==> src/rtl/vga_timing_gen_if.sv <==
// Raster/video bundle between the timing generator, the graphics block that
// colours each pixel, and the downstream HDMI/VGA encoder.
interface vga_timing_gen_if;
  logic       enable;
  logic [2:0] rgb_in;
  logic       pix_en;
  logic [9:0] pix_x;
  logic [9:0] pix_y;
  logic       video_on;
  logic       line_tick;
  logic       frame_tick;
  logic       hsync_out;
  logic       vsync_out;
  logic       de_out;
  logic [2:0] rgb_out;

  // Generator side
  modport master (
    input  enable, rgb_in,
    output pix_en, pix_x, pix_y, video_on, line_tick, frame_tick,
           hsync_out, vsync_out, de_out, rgb_out
  );

  // Consumer side (graphics block / encoder / testbench)
  modport slave (
    output enable, rgb_in,
    input  pix_en, pix_x, pix_y, video_on, line_tick, frame_tick,
           hsync_out, vsync_out, de_out, rgb_out
  );
endinterface

==> src/rtl/vga_timing_gen.sv <==
// 640x480@60 raster timing generator: pixel divider, x/y counters, tick
// decode and a one-pixel output register stage that keeps colour, syncs and
// data-enable aligned toward the encoder.
module vga_timing_gen #(
  parameter int H_DISPLAY = 640,
  parameter int H_FRONT   = 16,
  parameter int H_SYNC    = 96,
  parameter int H_BACK    = 48,
  parameter int V_DISPLAY = 480,
  parameter int V_FRONT   = 10,
  parameter int V_SYNC    = 2,
  parameter int V_BACK    = 33,
  parameter int CLK_DIV   = 1,
  parameter bit SYNC_POL  = 1'b0
) (
  input  logic              clk,
  input  logic              reset,
  vga_timing_gen_if.master  vif
);

  localparam int H_TOTAL = H_DISPLAY + H_FRONT + H_SYNC + H_BACK;
  localparam int V_TOTAL = V_DISPLAY + V_FRONT + V_SYNC + V_BACK;

  localparam logic [9:0] H_LAST   = 10'(H_TOTAL - 1);
  localparam logic [9:0] V_LAST   = 10'(V_TOTAL - 1);
  localparam logic [9:0] H_VIS    = 10'(H_DISPLAY);
  localparam logic [9:0] V_VIS    = 10'(V_DISPLAY);
  localparam logic [9:0] HS_BEG   = 10'(H_DISPLAY + H_FRONT);
  localparam logic [9:0] HS_END   = 10'(H_DISPLAY + H_FRONT + H_SYNC);
  localparam logic [9:0] VS_BEG   = 10'(V_DISPLAY + V_FRONT);
  localparam logic [9:0] VS_END   = 10'(V_DISPLAY + V_FRONT + V_SYNC);
  localparam logic [3:0] DIV_LAST = 4'(CLK_DIV - 1);
  localparam logic       SYNC_ON  = SYNC_POL;

  logic [3:0] div_q, div_d;
  logic [9:0] x_q, x_d;
  logic [9:0] y_q, y_d;
  logic       hs_q, hs_d;
  logic       vs_q, vs_d;
  logic       de_q, de_d;
  logic [2:0] rgb_q, rgb_d;

  logic pix_en, x_last, y_last, video_on, hs_raw, vs_raw;

  // Strobe is gated by enable and reset so a falling enable (or a held
  // reset) suppresses the pixel step and any tick in that same cycle.
  assign pix_en   = reset & vif.enable & (div_q == DIV_LAST);
  assign x_last   = (x_q == H_LAST);
  assign y_last   = (y_q == V_LAST);
  assign video_on = (x_q < H_VIS) && (y_q < V_VIS);
  assign hs_raw   = (x_q >= HS_BEG) && (x_q < HS_END);
  assign vs_raw   = (y_q >= VS_BEG) && (y_q < VS_END);

  // Divider and raster counters; enable low parks everything at the origin.
  always_comb begin
    div_d = div_q;
    x_d   = x_q;
    y_d   = y_q;
    if (!vif.enable) begin
      div_d = '0;
      x_d   = '0;
      y_d   = '0;
    end else begin
      div_d = pix_en ? 4'd0 : div_q + 4'd1;
      if (pix_en) begin
        if (x_last) begin
          x_d = '0;
          y_d = y_last ? 10'd0 : y_q + 10'd1;
        end else begin
          x_d = x_q + 10'd1;
        end
      end
    end
  end

  // Output stage captures the current pixel's decode on each strobe and
  // holds between strobes, giving one pixel of latency on all four outputs.
  always_comb begin
    hs_d  = hs_q;
    vs_d  = vs_q;
    de_d  = de_q;
    rgb_d = rgb_q;
    if (!vif.enable) begin
      hs_d  = ~SYNC_ON;
      vs_d  = ~SYNC_ON;
      de_d  = 1'b0;
      rgb_d = 3'b000;
    end else if (pix_en) begin
      hs_d  = hs_raw ? SYNC_ON : ~SYNC_ON;
      vs_d  = vs_raw ? SYNC_ON : ~SYNC_ON;
      de_d  = video_on;
      rgb_d = video_on ? vif.rgb_in : 3'b000;
    end
  end

  // State registers, async clear to the idle raster.
  always_ff @(posedge clk or negedge reset) begin
    if (!reset) begin
      div_q <= '0;
      x_q   <= '0;
      y_q   <= '0;
      hs_q  <= ~SYNC_ON;
      vs_q  <= ~SYNC_ON;
      de_q  <= 1'b0;
      rgb_q <= 3'b000;
    end else begin
      div_q <= div_d;
      x_q   <= x_d;
      y_q   <= y_d;
      hs_q  <= hs_d;
      vs_q  <= vs_d;
      de_q  <= de_d;
      rgb_q <= rgb_d;
    end
  end

  assign vif.pix_en     = pix_en;
  assign vif.pix_x      = x_q;
  assign vif.pix_y      = y_q;
  assign vif.video_on   = video_on;
  assign vif.line_tick  = pix_en & x_last;
  assign vif.frame_tick = pix_en & x_last & y_last;
  assign vif.hsync_out  = hs_q;
  assign vif.vsync_out  = vs_q;
  assign vif.de_out     = de_q;
  assign vif.rgb_out    = rgb_q;

endmodule

==> src/flat_wrapper.sv <==
// flat-port wrapper written by rule: the top's interface ports become plain ports
module vga_timing_gen_flat 
#(
  parameter int H_DISPLAY = 640,
  parameter int H_FRONT   = 16,
  parameter int H_SYNC    = 96,
  parameter int H_BACK    = 48,
  parameter int V_DISPLAY = 480,
  parameter int V_FRONT   = 10,
  parameter int V_SYNC    = 2,
  parameter int V_BACK    = 33,
  parameter int CLK_DIV   = 1,
  parameter bit SYNC_POL  = 1'b0
)
  (clk, reset, vif_enable, vif_rgb_in, vif_pix_en, vif_pix_x, vif_pix_y, vif_video_on, vif_line_tick, vif_frame_tick, vif_hsync_out, vif_vsync_out, vif_de_out, vif_rgb_out);
  vga_timing_gen_if vif_i ();
  input  logic clk;
  input  logic reset;
  input wire logic [$bits(vif_i.enable)-1:0] vif_enable;
  input wire logic [$bits(vif_i.rgb_in)-1:0] vif_rgb_in;
  output wire logic [$bits(vif_i.pix_en)-1:0] vif_pix_en;
  output wire logic [$bits(vif_i.pix_x)-1:0] vif_pix_x;
  output wire logic [$bits(vif_i.pix_y)-1:0] vif_pix_y;
  output wire logic [$bits(vif_i.video_on)-1:0] vif_video_on;
  output wire logic [$bits(vif_i.line_tick)-1:0] vif_line_tick;
  output wire logic [$bits(vif_i.frame_tick)-1:0] vif_frame_tick;
  output wire logic [$bits(vif_i.hsync_out)-1:0] vif_hsync_out;
  output wire logic [$bits(vif_i.vsync_out)-1:0] vif_vsync_out;
  output wire logic [$bits(vif_i.de_out)-1:0] vif_de_out;
  output wire logic [$bits(vif_i.rgb_out)-1:0] vif_rgb_out;
  assign vif_i.enable = vif_enable;
  assign vif_i.rgb_in = vif_rgb_in;
  assign vif_pix_en = vif_i.pix_en;
  assign vif_pix_x = vif_i.pix_x;
  assign vif_pix_y = vif_i.pix_y;
  assign vif_video_on = vif_i.video_on;
  assign vif_line_tick = vif_i.line_tick;
  assign vif_frame_tick = vif_i.frame_tick;
  assign vif_hsync_out = vif_i.hsync_out;
  assign vif_vsync_out = vif_i.vsync_out;
  assign vif_de_out = vif_i.de_out;
  assign vif_rgb_out = vif_i.rgb_out;
  vga_timing_gen #(.H_DISPLAY(H_DISPLAY), .H_FRONT(H_FRONT), .H_SYNC(H_SYNC), .H_BACK(H_BACK), .V_DISPLAY(V_DISPLAY), .V_FRONT(V_FRONT), .V_SYNC(V_SYNC), .V_BACK(V_BACK), .CLK_DIV(CLK_DIV), .SYNC_POL(SYNC_POL)) u_core (.clk(clk), .reset(reset), .vif(vif_i));
endmodule
==> config.mk <==
export PLATFORM = sky130hd
export DESIGN_NAME = vga_timing_gen_flat
export DESIGN_NICKNAME = d
export VERILOG_FILES = /design/src/rtl/vga_timing_gen_if.sv /design/src/rtl/vga_timing_gen.sv /design/src/flat_wrapper.sv
export SDC_FILE = /design/constraint.sdc
export NUM_CORES = 1
export LEC_CHECK = 0
export BUFFER_PORTS_ARGS = -buffer_cell sky130_fd_sc_hd__buf_2
export CAP_MARGIN = 15
export CORE_MARGIN = 10
export CORE_UTILIZATION = 38
export CTS_BUF_LIST = sky130_fd_sc_hd__clkbuf_8
export DETAILED_ROUTE_END_ITERATION = 10
export GPL_TIMING_DRIVEN = 0
export MAX_ROUTING_LAYER = met4
export PLACE_DENSITY = 0.62
export SYNTH_ARGS = -nofsm -noshare
export SYNTH_HDL_FRONTEND = slang
export SYNTH_SLANG_ARGS = --single-unit
export TNS_END_PERCENT = 50
==> constraint.sdc <==
create_clock -name clk -period 1.8 [get_ports clk]
set_input_delay 0.09 -clock clk [delete_from_list [all_inputs] [get_ports clk]]
set_output_delay 0.09 -clock clk [all_outputs]
set_load 0.02 [all_outputs]
======== Word level (Yosys, flattened, before mapping) ========
Cells that the tools add are included.
cells by class
  reductions and logical operators ........ 5
  bitwise operators ....................... 4
  equal/unequal tests ..................... 4
  muxes and demuxes ....................... 20
  order comparisons ....................... 6
  add/subtract/negate cells ............... 3
operators with widths
  kind                   count
  $mux 10                7
  $add 10x1->10 const B  2
  $eq 10x10->1 const B   2
  $lt 10x10->1 const B   2
  $lt 10x9->1 const B    2
  $ge 10x10->1 const B   1
  $ge 10x9->1 const B    1
  $mux 3                 3
  $mux 1                 8
  $mux 4                 2
  $add 4x1->4 const B    1
  $and 1x1->1            4
  $logic_not 4->1        1
  $ne 2x1->1 const B     2
  $logic_and 1x1->1      3
  $reduce_and 2->1       1
storage, ports and cells
  output and inout port bits .............. 30
  bits in registers ....................... 30

======== Longest topological paths before layout ========
  depth in word-level cells ............... 5
  depth in mapped cells ................... 8
  mapped depth without buffers ............ 7

======== Worst setup path after synthesis ========
Ideal clock, no wire load.
  path kind ............................... register to register
  from .................................... reg u_core.x_q[1], in the netlist u_core.vif.pix_x[1]
  to ...................................... reg u_core.y_q[6], in the netlist u_core.vif.pix_y[6]
  setup slack ............................. 0.016 ns
  buffers on the path ..................... 1
  library setup time ...................... 0.080 ns
  arrival time ............................ 1.705 ns
  cell stages (with the launch flop) ...... 7
  cell sequence ........................... dfrtp_1 ha_1 and3_2 a41oi_4 buf_6 or3_1 a21oi_1
between the ends
  cells in the longest elaborated chain, start to end .. 3
RTL lines
  element                     RTL line               RTL
  start: declaration          vga_timing_gen.sv:36   logic [9:0] x_q, x_d;
  start signal: assignment    vga_timing_gen.sv:100  x_q <= '0;
  start signal: assignment    vga_timing_gen.sv:108  x_q <= x_d;
  $eq 10x10->1                vga_timing_gen.sv:48   assign x_last = (x_q == H_LAST);
  $ne 2x1->1 (no line)        -
  $reduce_and 2->1 (no line)  -
  end signal: assignment      vga_timing_gen.sv:109  y_q <= y_d;
  end: declaration            vga_timing_gen.sv:37   logic [9:0] y_q, y_d;
No other way between the ends.
A chain may end at the register's enable or synchronous reset.

======== Final worst setup path ========
  from .................................... reg u_core.div_q[0]
  to ...................................... reg u_core.y_q[9], in the netlist u_core.vif.pix_y[9]
between the ends
  cells in the longest elaborated chain, start to end .. 4
RTL lines
  element                     RTL line               RTL
  start: declaration          vga_timing_gen.sv:35   logic [3:0] div_q, div_d;
  start signal: assignment    vga_timing_gen.sv:107  div_q <= div_d;
  $logic_not 4->1             vga_timing_gen.sv:47   assign pix_en = reset & vif.enable & (div_q == DIV_LAST);
  $and 1x1->1                 vga_timing_gen.sv:47
  $ne 2x1->1 (no line)        -
  $reduce_and 2->1 (no line)  -
No other way between the ends.

==> flow_summary.toml <==
[route]
firstDrtPassIters = 4
drt_iter0_markers = 71
vias = 1500
wl_per_cell_microns = 15.64
drcViolationCount = 0
drt-total-wl_microns = 4285
drtAntennaViolNets = 0
post_drt_via_cell_ratio = 5.474

[power_and_ir_drop]
swShare_pct = 26.48
p_per_area_nw_per_um2 = 692.3
p_int_mw = 1.078
power_frac_seq_pct = 48.3
comb_power_share_pct = 13.9
power_switching_mw = 0.3884
finalPower_mw = 1.466
p_leak_nw = 0.9751
clockPowerShare_pct = 37.8
peakVddDrop_v = 0.0004559

[timing]
hold_viol = 0
tightestPinTransition_ns = 0.4653
rsz0062_at_grt = "yes"
fin_skew_ns = 0.005440
tns_ns = -0.3879
report.final.setup_viol = 12
setup_ws_ns = -0.06167
timing.slew.headroom_pct = 68.98
whs_ns = 0.02002
finalCritPeriodShare_pct = 103.4
finalMaxSlewViolations = 0
period_needed_ns = 1.862
timing.fmax_ghz = 0.5372

[worst_setup_path]
crit_path_end = "u_core.vif.pix_y[9]"
required_ns = 2.01
crit_chain = "inv_1 > ha_2 > and4bb_1 > buf_6 > a41oi_4 > or4_4 > a21oi_2"
crit_slowest_cell = "or4_4"
cp-end-kind = "flop"
worstSetupStartpoint = "u_core.div_q[0]"
r2r-start = "u_core.div_q[0]"
worstPathArrival_ns = 2.08
worst-setup-path-type = "flop to flop"
r2r_cells = 7
r2r-end = "u_core.vif.pix_y[9]"
critPathLaunchType = "flop"
r2r_slack_ns = -0.06
critical-path-max-stage-delay_ns = 0.52
cp_max_fo = 8

[final_layout]
n_fill_cell = 379
final_layout_size_suffix_gt1_share_pct = 33.93
areaGrowthSynthToFinish_pct = 29.14
diodes = 0
nets = 235
final_cells = 274
post-route-util_pct = 51.84
final_area_sq_um = 2118

[clocking]
cts_sinks = 30
numCtsBuffers = 5
tritoncts = "built"
clk_pin_slew_ns = 0.06
clockBufferDepth = 2
clock_latency_ns = 0.28
cts_root_buf = "clkbuf_8"
h-tree-depth = 2

[logic_synthesis]
async_flop_share_pct = 100.0
syn_inst = 170
synth_area_per_cell_sq_um = 9.649
synth_area_sq_um = 1640
synth.top_cell.area_share_pct = 42.72
synth_cell_types = 44
synth_seq_cells = 30
synth_ff_type = "dfrtp_1"
syn_nets = 182
yosysWarnings = 0
synth_edf_count = 0
synth_top_area_cell = "dfrtp_1"
synthTopCellsByArea = "dfrtp_1 (43%), a21oi_1 (5.2%), ha_1 (4.6%), nand3_1 (3.7%), dfstp_2 (3.2%)"
synth_seq_area_share_pct = 45.92

[placed_design]
hpwl_microns = 2941
dp_cells = 255
placed_area_sq_um = 1878
dp_slack_ns = -0.2820
place_congestion = 0.8431
port_buffers = 35

[die]
die_x_microns = 85.70
row_count = 23
die_area_sq_um = 7344
io_pins = 36
initial_core_util_pct = 40.14
die_h_microns = 85.70
core_area_sq_um = 4086

[outcome]
outcome = "complete, but fails checks"
violations = "negative setup slack"

[worst_hold_path]
hold_class = "primary input to flop"

[global_routing]
grt_pass1_wl_microns = 7079
antenna_found_initial = 0
first_global_vias = 1466
grt_max_degree = 29
grt_use_total_pct = 12.04
overflow = 0

[job]
max_cap_viol_count = 0
metal layers:
metal,GRT usage (%),part of all wire [%]
met1,13.84,45
met2,19.41,48
met3,4.352,5.7
met4,3.144,0.89
met5,-,0
repair_timing:
action                                  CTS  global route
resized for setup                         8             9
pin swaps                                 6             2
hold buffers                              2             0
endpoints found under the setup margin   12            16
buffers inserted                          6             2
endpoints found under the hold margin    28             0
gates cloned                              1             0
layout by cell type (no fill, tap or decap), types with 3 or more instances in the layout:
cell type,instances
a21oi_1,13
xor2_1,3
nand4_1,3
xnor2_1,5
nand2_1,12
nor3_1,4
nor2_1,13
dfrtp_1,28
nand3_1,12
a22o_1,3
ha_1,5
clkbuf_8,6
o31ai_1,4
inv_1,12
buf_6,3
buf_2,34
o21ai_0,7
or3_1,3
a21oi_2,4
buf_4,10
or3_2,4
power groups by stage:
stage	sequential, mW	combinational, mW	clock [mW]
after floorplan	0.739	0.0878	0
final	0.709	0.203	0.554
after global placement	0.723	0.166	0
after detailed placement	0.723	0.169	0
after CTS	0.708	0.201	0.571
after global routing	0.711	0.225	0.611
synthesized netlist by cell type, types with 2 or more instances:
cell,instances
nand3_1,12
xor2_1,3
o21ai_0,7
dfstp_2,2
a31oi_1,2
ha_1,6
nand2_1,12
or4_1,3
dfrtp_1,28
clkbuf_1,2
nor2_1,13
and3_1,2
nand4_1,3
a21oi_1,17
and4_1,2
or3_1,3
a22o_1,3
nor3_1,4
inv_1,11
or3_2,4
o31ai_1,4
xnor2_1,5
how the worst min path moves through the flow:
stage,to,from,slack [ns],cells after the start
CTS,u_core.vif.rgb_out[0],vif_rgb_in[0],0.01,2
global route,u_core.vif.rgb_out[0],vif_rgb_in[0],0.02,2
global placement,u_core.div_q[3],reset,0.18,1
floorplan,u_core.div_q[0],reset,-0.21,0
detailed placement,u_core.vif.pix_x[7],reset,0.19,1
finish,u_core.vif.rgb_out[0],vif_rgb_in[0],0.02,2
kinds of logic (layout without fill, tap and decap cells):
family | Yosys count | after routing | share of synthesized area [%]
AO/OA/AOI/OAI | 40 | 40 | 15.94
XOR/XNOR | 8 | 8 | 4.272
adder cells (fa/ha/maj) | 6 | 6 | 4.577
buffers and inverters | 16 | 70 | 4.424
flip-flops | 30 | 30 | 45.92
AND/OR/NAND/NOR | 70 | 70 | 24.87
area by class of cell:
type / instances / area [sq um] / share of cell area (%)
well taps: 50 / 62.56 / 2.953
clock inverters: 2 / 8.758 / 0.4135
clock buffers: 6 / 82.58 / 3.898
repair buffers: 46 / 281.5 / 13.29
inverters: 11 / 41.29 / 1.949
multi-input cells: 124 / 849.6 / 40.11
flip-flops and latches: 30 / 753.2 / 35.56
plain buffers: 5 / 38.79 / 1.831
critical path: cells and delay by family (launching register included):
family                     cells  cell delay, ns
buffers and inverters          2            0.21
and+or+nand+nor                2            0.74
adders and majority gates      1            0.18
AOI/OAI and AO/OA              2            0.30
DFF                            1            0.38
flip-flops by register name, indices dropped and copies added, names as in the netlist:
name,count
u_core.div_q,4
u_core.vif.pix_y,10
u_core.vif.de_out,1
u_core.vif.rgb_out,3
u_core.vif.vsync_out,1
u_core.vif.pix_x,10
u_core.vif.hsync_out,1
(Power assumes the default switching activity.)
